**src/rtl/osc_startup_seq.sv**
```systemverilog
// Oscillator/PLL startup sequencer: holds the fabric in reset, waits for a stable CCC lock,
// then releases SYS_RST and runs a timebase strobe while lock is maintained.
module osc_startup_seq #(
    parameter int unsigned HOLD_CYCLES   = 1000,
    parameter int unsigned SETTLE_CYCLES = 256,
    parameter int unsigned TICK_DIV      = 50000
) (
    input  logic       CLK,
    input  logic       RST,
    input  logic       LOCK,
    input  logic       SW_RST,
    output logic       SYS_RST,
    output logic       READY,
    output logic       TICK,
    output logic [7:0] LOCK_LOSS_CNT,
    output logic [2:0] STATE
);

    typedef enum logic [2:0] {
        StHold     = 3'd0,
        StWaitLock = 3'd1,
        StSettle   = 3'd2,
        StRun      = 3'd3
    } state_e;

    localparam logic [15:0] HoldLast   = 16'(HOLD_CYCLES - 1);
    localparam logic [15:0] SettleLast = 16'(SETTLE_CYCLES - 1);
    localparam logic [19:0] DivLast    = 20'(TICK_DIV - 1);

    state_e      state_q, state_d;
    logic [15:0] cnt_q, cnt_d;
    logic [19:0] div_q, div_d;
    logic [7:0]  loss_cnt_q, loss_cnt_d;
    logic        lock_meta_q, lock_s_q;
    logic        sys_rst_q, sys_rst_d;
    logic        ready_q, ready_d;
    logic        tick_q, tick_d;

    always_comb begin
        state_d    = state_q;
        cnt_d      = cnt_q;
        loss_cnt_d = loss_cnt_q;
        div_d      = '0;
        tick_d     = 1'b0;

        if (SW_RST) begin
            state_d = StHold;
            cnt_d   = '0;
        end else begin
            case (state_q)
                StHold: begin
                    if (cnt_q == HoldLast) begin
                        state_d = StWaitLock;
                        cnt_d   = '0;
                    end else begin
                        cnt_d = cnt_q + 16'd1;
                    end
                end
                StWaitLock: begin
                    cnt_d = '0;
                    if (lock_s_q) begin
                        state_d = StSettle;
                    end
                end
                StSettle: begin
                    if (!lock_s_q) begin
                        state_d = StWaitLock;
                        cnt_d   = '0;
                    end else if (cnt_q == SettleLast) begin
                        state_d = StRun;
                        cnt_d   = '0;
                    end else begin
                        cnt_d = cnt_q + 16'd1;
                    end
                end
                StRun: begin
                    cnt_d = '0;
                    if (!lock_s_q) begin
                        state_d = StWaitLock;
                        if (loss_cnt_q != 8'hFF) begin
                            loss_cnt_d = loss_cnt_q + 8'd1;
                        end
                    end
                end
                default: begin
                    state_d = StHold;
                    cnt_d   = '0;
                end
            endcase
        end

        // Divider only advances while staying in RUN, so no strobe can leak on a RUN exit edge.
        if (state_q == StRun && state_d == StRun) begin
            if (div_q == DivLast) begin
                div_d  = '0;
                tick_d = 1'b1;
            end else begin
                div_d = div_q + 20'd1;
            end
        end

        sys_rst_d = (state_d != StRun);
        ready_d   = (state_d == StRun);
    end

    always_ff @(posedge CLK or posedge RST) begin
        if (RST) begin
            state_q     <= StHold;
            cnt_q       <= '0;
            div_q       <= '0;
            loss_cnt_q  <= '0;
            lock_meta_q <= 1'b0;
            lock_s_q    <= 1'b0;
            sys_rst_q   <= 1'b1;
            ready_q     <= 1'b0;
            tick_q      <= 1'b0;
        end else begin
            state_q     <= state_d;
            cnt_q       <= cnt_d;
            div_q       <= div_d;
            loss_cnt_q  <= loss_cnt_d;
            lock_meta_q <= LOCK;
            lock_s_q    <= lock_meta_q;
            sys_rst_q   <= sys_rst_d;
            ready_q     <= ready_d;
            tick_q      <= tick_d;
        end
    end

    assign SYS_RST       = sys_rst_q;
    assign READY         = ready_q;
    assign TICK          = tick_q;
    assign LOCK_LOSS_CNT = loss_cnt_q;
    assign STATE         = state_q;

endmodule

```
**config.mk**
```make
export PLATFORM = sky130hd
export DESIGN_NAME = osc_startup_seq
export DESIGN_NICKNAME = d
export VERILOG_FILES = /design/src/rtl/osc_startup_seq.sv
export SDC_FILE = /design/constraint.sdc
export NUM_CORES = 1
export LEC_CHECK = 0
export CAP_MARGIN = 20
export CORE_UTILIZATION = 35
export CTS_CLUSTER_SIZE = 20
export DETAILED_ROUTE_END_ITERATION = 7
export PLACE_DENSITY = 0.55
export SKIP_CTS_REPAIR_TIMING = 1
export SYNTH_ARGS = -nofsm -noshare
export SYNTH_HDL_FRONTEND = slang
export SYNTH_SLANG_ARGS = --single-unit
export TNS_END_PERCENT = 1
```
**constraint.sdc**
```tcl
create_clock -name CLK -period 5.08 [get_ports CLK]
set_input_delay 1.016 -clock CLK [delete_from_list [all_inputs] [get_ports CLK]]
set_output_delay 1.016 -clock CLK [all_outputs]
set_load 0.02 [all_outputs]
```
==> results of run 1 <==
==> sequential cells by signal, indices dropped and copies added (netlist names) <==
name / flops
cnt_q: 16
SYS_RST: 1
STATE: 3
LOCK_LOSS_CNT: 8
div_q: 20
TICK: 1
READY: 1
lock_s_q: 1
lock_meta_q: 1
==> where the power goes <==
part,internal (uW),total [uW],switching [uW]
Combinational,10.2,27.9,17.7
Sequential,418,423,4.93
Clock,122,253,132
Total,550,704,154
==> cell families (layout without fill, tap and decap cells) <==
kind of cell,after synthesis,after routing,share of synthesized area
and+or+nand+nor,119,119,0.263
DFF,52,52,0.519
xor gates and xnor gates,28,28,0.0978
AOI/OAI and AO/OA,25,25,0.0673
buffers and inverters,14,32,0.0234
adders and majority gates,3,3,0.0150
muxes,3,3,0.0130
other,1,1,0.00149
==> worst max path at each step <==
stage,endpoint,cells past startpoint,start,slack [ns]
4_1_cts,LOCK_LOSS_CNT[1],4,SW_RST,2.57
6_report,LOCK_LOSS_CNT[1],4,SW_RST,2.57
3_3_place_gp,LOCK_LOSS_CNT[1],4,SW_RST,2.28
5_1_grt,div_q[18],5,SW_RST,2.46
2_1_floorplan,LOCK_LOSS_CNT[1],4,SW_RST,2.75
3_5_place_dp,div_q[18],5,SW_RST,2.23
==> metal layers <==
metal  GRT usage  routed length [um]  vias to the layer above
li1            -                   -                      912
met1       0.217                2630                      862
met2       0.193                1990                       31
met3      0.0305                 157                        5
met4      0.0455                  46                        0
met5           0                   0                        -
==> cell usage after synthesis, types with 5 or more instances <==
master	count	area, um2
a21oi_1	9	45.0
and3_1	7	43.8
buf_2	5	25.0
dfrtp_1	51	1280
inv_1	7	26.3
nand2_1	15	56.3
nand3_1	13	65.1
nand4_1	13	81.3
nor2_1	31	116
nor3_1	5	25.0
nor4_1	8	50.1
o21ai_0	6	30.0
or3_1	5	31.3
xnor2_1	9	78.8
xor2_1	19	166
==> through the flow <==
step	area, um2	hold WS, ns	setup slack [ns]
after CTS	2870	0.358	2.57
after global routing	2870	0.361	2.46
after floorplan	2510	0.331	2.75
after global placement	2770	0.334	2.28
final	2870	0.355	2.57
after detailed placement	2770	0.337	2.23
==> critical path: cells and delay by family <==
kind	cells	cell delay [ns]
compound gates	1	0.29
buf+inv	1	0.43
simple gates	1	0.65
mux	1	0.31
==> layout make-up <==
cell class,count,area share
Sequential cell,52,0.454
Multi-Input combinational cell,179,0.400
Timing Repair Buffer,18,0.0619
Tap cell,96,0.0418
Clock buffer,7,0.0336
Inverter,7,0.00915
==> flow_metrics.env, run 1 <==
export IMPL_cpPeakStageDelay_ns=0.65
export IMPL_area_delta_synth_final_pct=14.4
export IMPL_slew_viol_final=0
export IMPL_fin_util=0.418
export IMPL_grt_max_degree=53
export IMPL_grt_total_usage=0.141
export IMPL_seq_area_um2=1300
export IMPL_layout_nets=270
export IMPL_finalHoldViolCount=0
export IMPL_cp_required_ns=5.27
export IMPL_ir_drop_mv=0.125
export IMPL_grt_pass1_vias=1648
export IMPL_synth_warnings=0
export IMPL_finalCriticalPeriod_ns=2.51
export IMPL_end_kind="flip-flop"
export IMPL_status="completed"
export IMPL_rrSetupSlack_ns=2.92
export IMPL_ys_async_sr_fraction=1.00
export IMPL_hp_start="lock_meta_q"
export IMPL_layout_drive_gt1_share=0.0760
export IMPL_placementRows=30
export IMPL_hold_path_class="reg -> reg"
export IMPL_place_congestion=0.815
export IMPL_finalSetupViolCount=0
export IMPL_fmaxAchievable_mhz=399
export IMPL_syn_area_um2=2510
export IMPL_die_y_um=86.7
export IMPL_power_density_nw_per_um2=245
export IMPL_routedWlPerCell_um=13.4
export IMPL_drt_iter0_drc=81
export IMPL_cts_inserted_buffers=5
export IMPL_fin_crit_sh=0.494
export IMPL_synth_edf_count=0
export IMPL_rsz0062_at_grt="false"
export IMPL_final_cell_mix="51 x dfrtp_1, 31 x nor2_1, 19 x xor2_1"
export IMPL_r2r_start="cnt_q[11]"
export IMPL_finalPower_uw=704
export IMPL_start_kind="input port"
export IMPL_reg2regPathDepth=4
export IMPL_num_antenna_cells=0
export IMPL_cts_root_buffer="clkbuf_8"
export IMPL_p_leak_uw=0.00112
export IMPL_die_area_um2=7510
export IMPL_nFillCells=675
export IMPL_ys_ff_latch=52
export IMPL_instances_no_fill=359
export IMPL_core_um2=6870
export IMPL_cp_max_fo=7
export IMPL_clock_latency_ns=0.30
export IMPL_path_cells="clkdlybuf4s50_1, or4_1, a41o_1, mux2_1"
export IMPL_cts_sinks=52
export IMPL_synth_cell_types=44
export IMPL_cts_clk_slew_worst_paths_ns=0.09
export IMPL_port_buffers=17
export IMPL_path_class="in -> reg"
export IMPL_placedCellCount=352
export IMPL_postSynthAreaPerCell_um2=10.2
export IMPL_start_util=0.365
export IMPL_grt_ovfl_total=0
export IMPL_worstHoldEndpoint="lock_s_q"
export IMPL_whs_path_depth=0
export IMPL_grt_pass1_wl_mm=8.24
export IMPL_layout_commonest_cell="dfrtp_1"
export IMPL_drc=0
export IMPL_slew_headroom=0.448
export IMPL_r2r_end="cnt_q[6]"
export IMPL_drt_pass1_iterations=4
export IMPL_multi_input_comb_area_um2=1150
export IMPL_arrival_ns=2.70
export IMPL_yosysSeqAreaShare=0.519
export IMPL_maxCapViolCount=0
export IMPL_drt_total_wl_mm=4.82
export IMPL_via_per_inst=5.04
export IMPL_skew_ns=0.00959
export IMPL_ys_flop_type="dfrtp_1"
export IMPL_hpwl_mm=3.14
export IMPL_io_pins=18
export IMPL_setup_tns_final_ns=0
export IMPL_synth_nets=252
export IMPL_via_count=1810
export IMPL_crit_path_top_delay_cell="or4_1"
export IMPL_cts_tree="done"
export IMPL_die_x_um=86.7
export IMPL_postSynthCellCount=245
export IMPL_worstMarginPinSlew_ns=0.827
export IMPL_htree_levels=2
export IMPL_ant_nets=0
export IMPL_antenna_found_initial=0
export IMPL_clock_path_buffers=2
(Power assumes the default switching activity.)
==> run 2, diff against run 1 <==
Settings changed: PLACE_DENSITY 0.55 to 0.57.
Clock period 5.08 ns to 2.3 ns, I/O delays scaled along.
==> run 2 against run 1 <==
Net effect:
- largest cell class unchanged
- die area unchanged
- non-clock buffer count increased by 3
- worst hold slack improved by 0.0058 ns
- critical path depth unchanged
- final cell count increased by 1.1%
- global-route usage about the same
- combinational power increased by 140%
- register-to-register slack got worse by 2.5 ns
- cell area increased by 1.7%
- critical path type unchanged
- clock-buffer cell count decreased by 2
==> flow_metrics.env, run 2 (synthesis gave the netlist of run 1 again) <==
export IMPL_reg2regPathDepth=4
export IMPL_instances_no_fill=363
export IMPL_area_delta_synth_final_pct=16.4
export IMPL_layout_drive_gt1_share=0.0899
export IMPL_ant_nets=0
export IMPL_placementRows=30
export IMPL_finalPower_uw=1620
export IMPL_grt_busiest_layer="met1"
export IMPL_regMostFlops="div_q"
export IMPL_grt_pass1_wl_mm=8.29
export IMPL_crit_path_top_delay_cell="or4_1"
export IMPL_cts_inserted_buffers=5
export IMPL_end_kind="flip-flop"
export IMPL_pre_cts_ws_ns=0.0267
export IMPL_nFillCells=665
export IMPL_slew_viol_final=0
export IMPL_largest_reg_flops=20
export IMPL_grt_util_met1=0.209
export IMPL_cts_clk_slew_worst_paths_ns=0.09
export IMPL_hpwl_mm=3.19
export IMPL_via_count=1812
export IMPL_grt_total_usage=0.140
export IMPL_clock_path_buffers=2
export IMPL_clock_latency_ns=0.30
export IMPL_path_class="in -> reg"
export IMPL_finalCriticalPeriod_ns=1.96
export IMPL_fin_crit_sh=0.852
export IMPL_grt_ovfl_total=0
export IMPL_cp_max_fo=7
export IMPL_placedCellCount=355
export IMPL_r2r_end="div_q[10]"
export IMPL_drc=0
export IMPL_multi_input_comb_area_um2=1150
export IMPL_core_um2=6870
export IMPL_die_area_um2=7510
export IMPL_start_util=0.365
export IMPL_start_kind="input port"
export IMPL_hold_path_class="reg -> reg"
export IMPL_finalHoldViolCount=0
export IMPL_path_cells="clkdlybuf4s50_1, or4_1, a41o_1, mux2_1"
export IMPL_final_setup_worst_slack_ns=0.340
export IMPL_cpPeakStageDelay_ns=0.66
export IMPL_die_x_um=86.7
export IMPL_fin_area_um2=2920
export IMPL_power_density_nw_per_um2=556
export IMPL_slew_headroom=0.514
export IMPL_maxCapViolCount=0
export IMPL_rsz0062_at_grt="false"
export IMPL_fmaxAchievable_mhz=510
export IMPL_r2r_start="div_q[12]"
export IMPL_drt_iter0_drc=80
export IMPL_final_cell_mix="51 x dfrtp_1, 31 x nor2_1, 19 x xor2_1"
export IMPL_worstMarginPinSlew_ns=0.728
export IMPL_num_antenna_cells=0
export IMPL_seq_area_um2=1300
export IMPL_htree_levels=2
export IMPL_antenna_found_initial=0
export IMPL_cts_tree="done"
export IMPL_layout_commonest_cell="dfrtp_1"
export IMPL_port_buffers=17
export IMPL_finalSetupViolCount=0
export IMPL_io_pins=18
export IMPL_place_congestion=0.783
export IMPL_setup_tns_final_ns=0
export IMPL_rrSetupSlack_ns=0.41
export IMPL_whs_path_depth=0
export IMPL_p_leak_uw=0.00114
export IMPL_drt_total_wl_mm=4.69
export IMPL_skew_ns=0.00653
export IMPL_grt_max_degree=53
export IMPL_layout_nets=273
export IMPL_hp_start="lock_meta_q"
export IMPL_place_area_um2=2810
export IMPL_routedWlPerCell_um=12.9
export IMPL_use_met3=0.0286
export IMPL_drt_pass1_iterations=4
export IMPL_grt_util_met2=0.205
export IMPL_cts_sinks=52
export IMPL_status="completed"
export IMPL_ir_drop_mv=0.386
export IMPL_cts_root_buffer="clkbuf_8"
export IMPL_arrival_ns=2.15
export IMPL_via_per_inst=4.99
export IMPL_die_y_um=86.7
export IMPL_cp_required_ns=2.49
export IMPL_grt_pass1_vias=1716
export IMPL_worstHoldEndpoint="lock_s_q"
-- run 2: cell types whose count changed in the layout (fill, tap and decap cells not counted), sizes merged --
cell,delta
buf,+3
bufinv,+1
clkinvlp,+1
clkinv,+1
clkbuf,-2
-- run 2: critical path: cells and delay by family --
family                 cells  cell delay, ns
buffers and inverters      1            0.43
AOI/OAI and AO/OA          1            0.29
muxes                      1            0.31
and+or+nand+nor            1            0.66
-- run 2: worst max-delay path by stage --
stage | from | end | slack [ns] | depth (start not counted)
global placement | SW_RST | LOCK_LOSS_CNT[1] | 0.05 | 4
global route | div_q[12] | div_q[12] | 0.16 | 4
floorplan | STATE[2] | LOCK_LOSS_CNT[1] | 0.50 | 4
detailed placement | SW_RST | LOCK_LOSS_CNT[1] | 0.03 | 4
finish | SW_RST | LOCK_LOSS_CNT[1] | 0.34 | 4
CTS | div_q[12] | div_q[10] | 0.34 | 4
-- run 2: area by class of cell --
class	instances	area share
repair buffers	21	0.0728
flip-flops and latches	52	0.446
clock inverters	3	0.0146
clock buffers	5	0.0236
well taps	96	0.0411
multi-input cells	179	0.393
inverters	7	0.00900
-- run 2: metrics by stage --
stage	hold slack [ns]	util
final	0.361	0.425
after global routing	0.372	0.425
after CTS	0.367	0.425
after detailed placement	0.345	0.409
after global placement	0.335	0.409
after floorplan	0.331	-
-- run 2: power breakdown --
part | total [uW] | switching (uW) | internal (uW)
combinational | 66.0 | 39.8 | 26.2
clock | 623 | 301 | 322
sequential | 934 | 10.8 | 923
total | 1620 | 351 | 1270
-- run 2: metal layers --
layer / vias to the layer above / part of all wire
met5: - / 0
met4: 0 / 0.012
met3: 6 / 0.032
met2: 25 / 0.43
met1: 864 / 0.52
li1: 917 / -
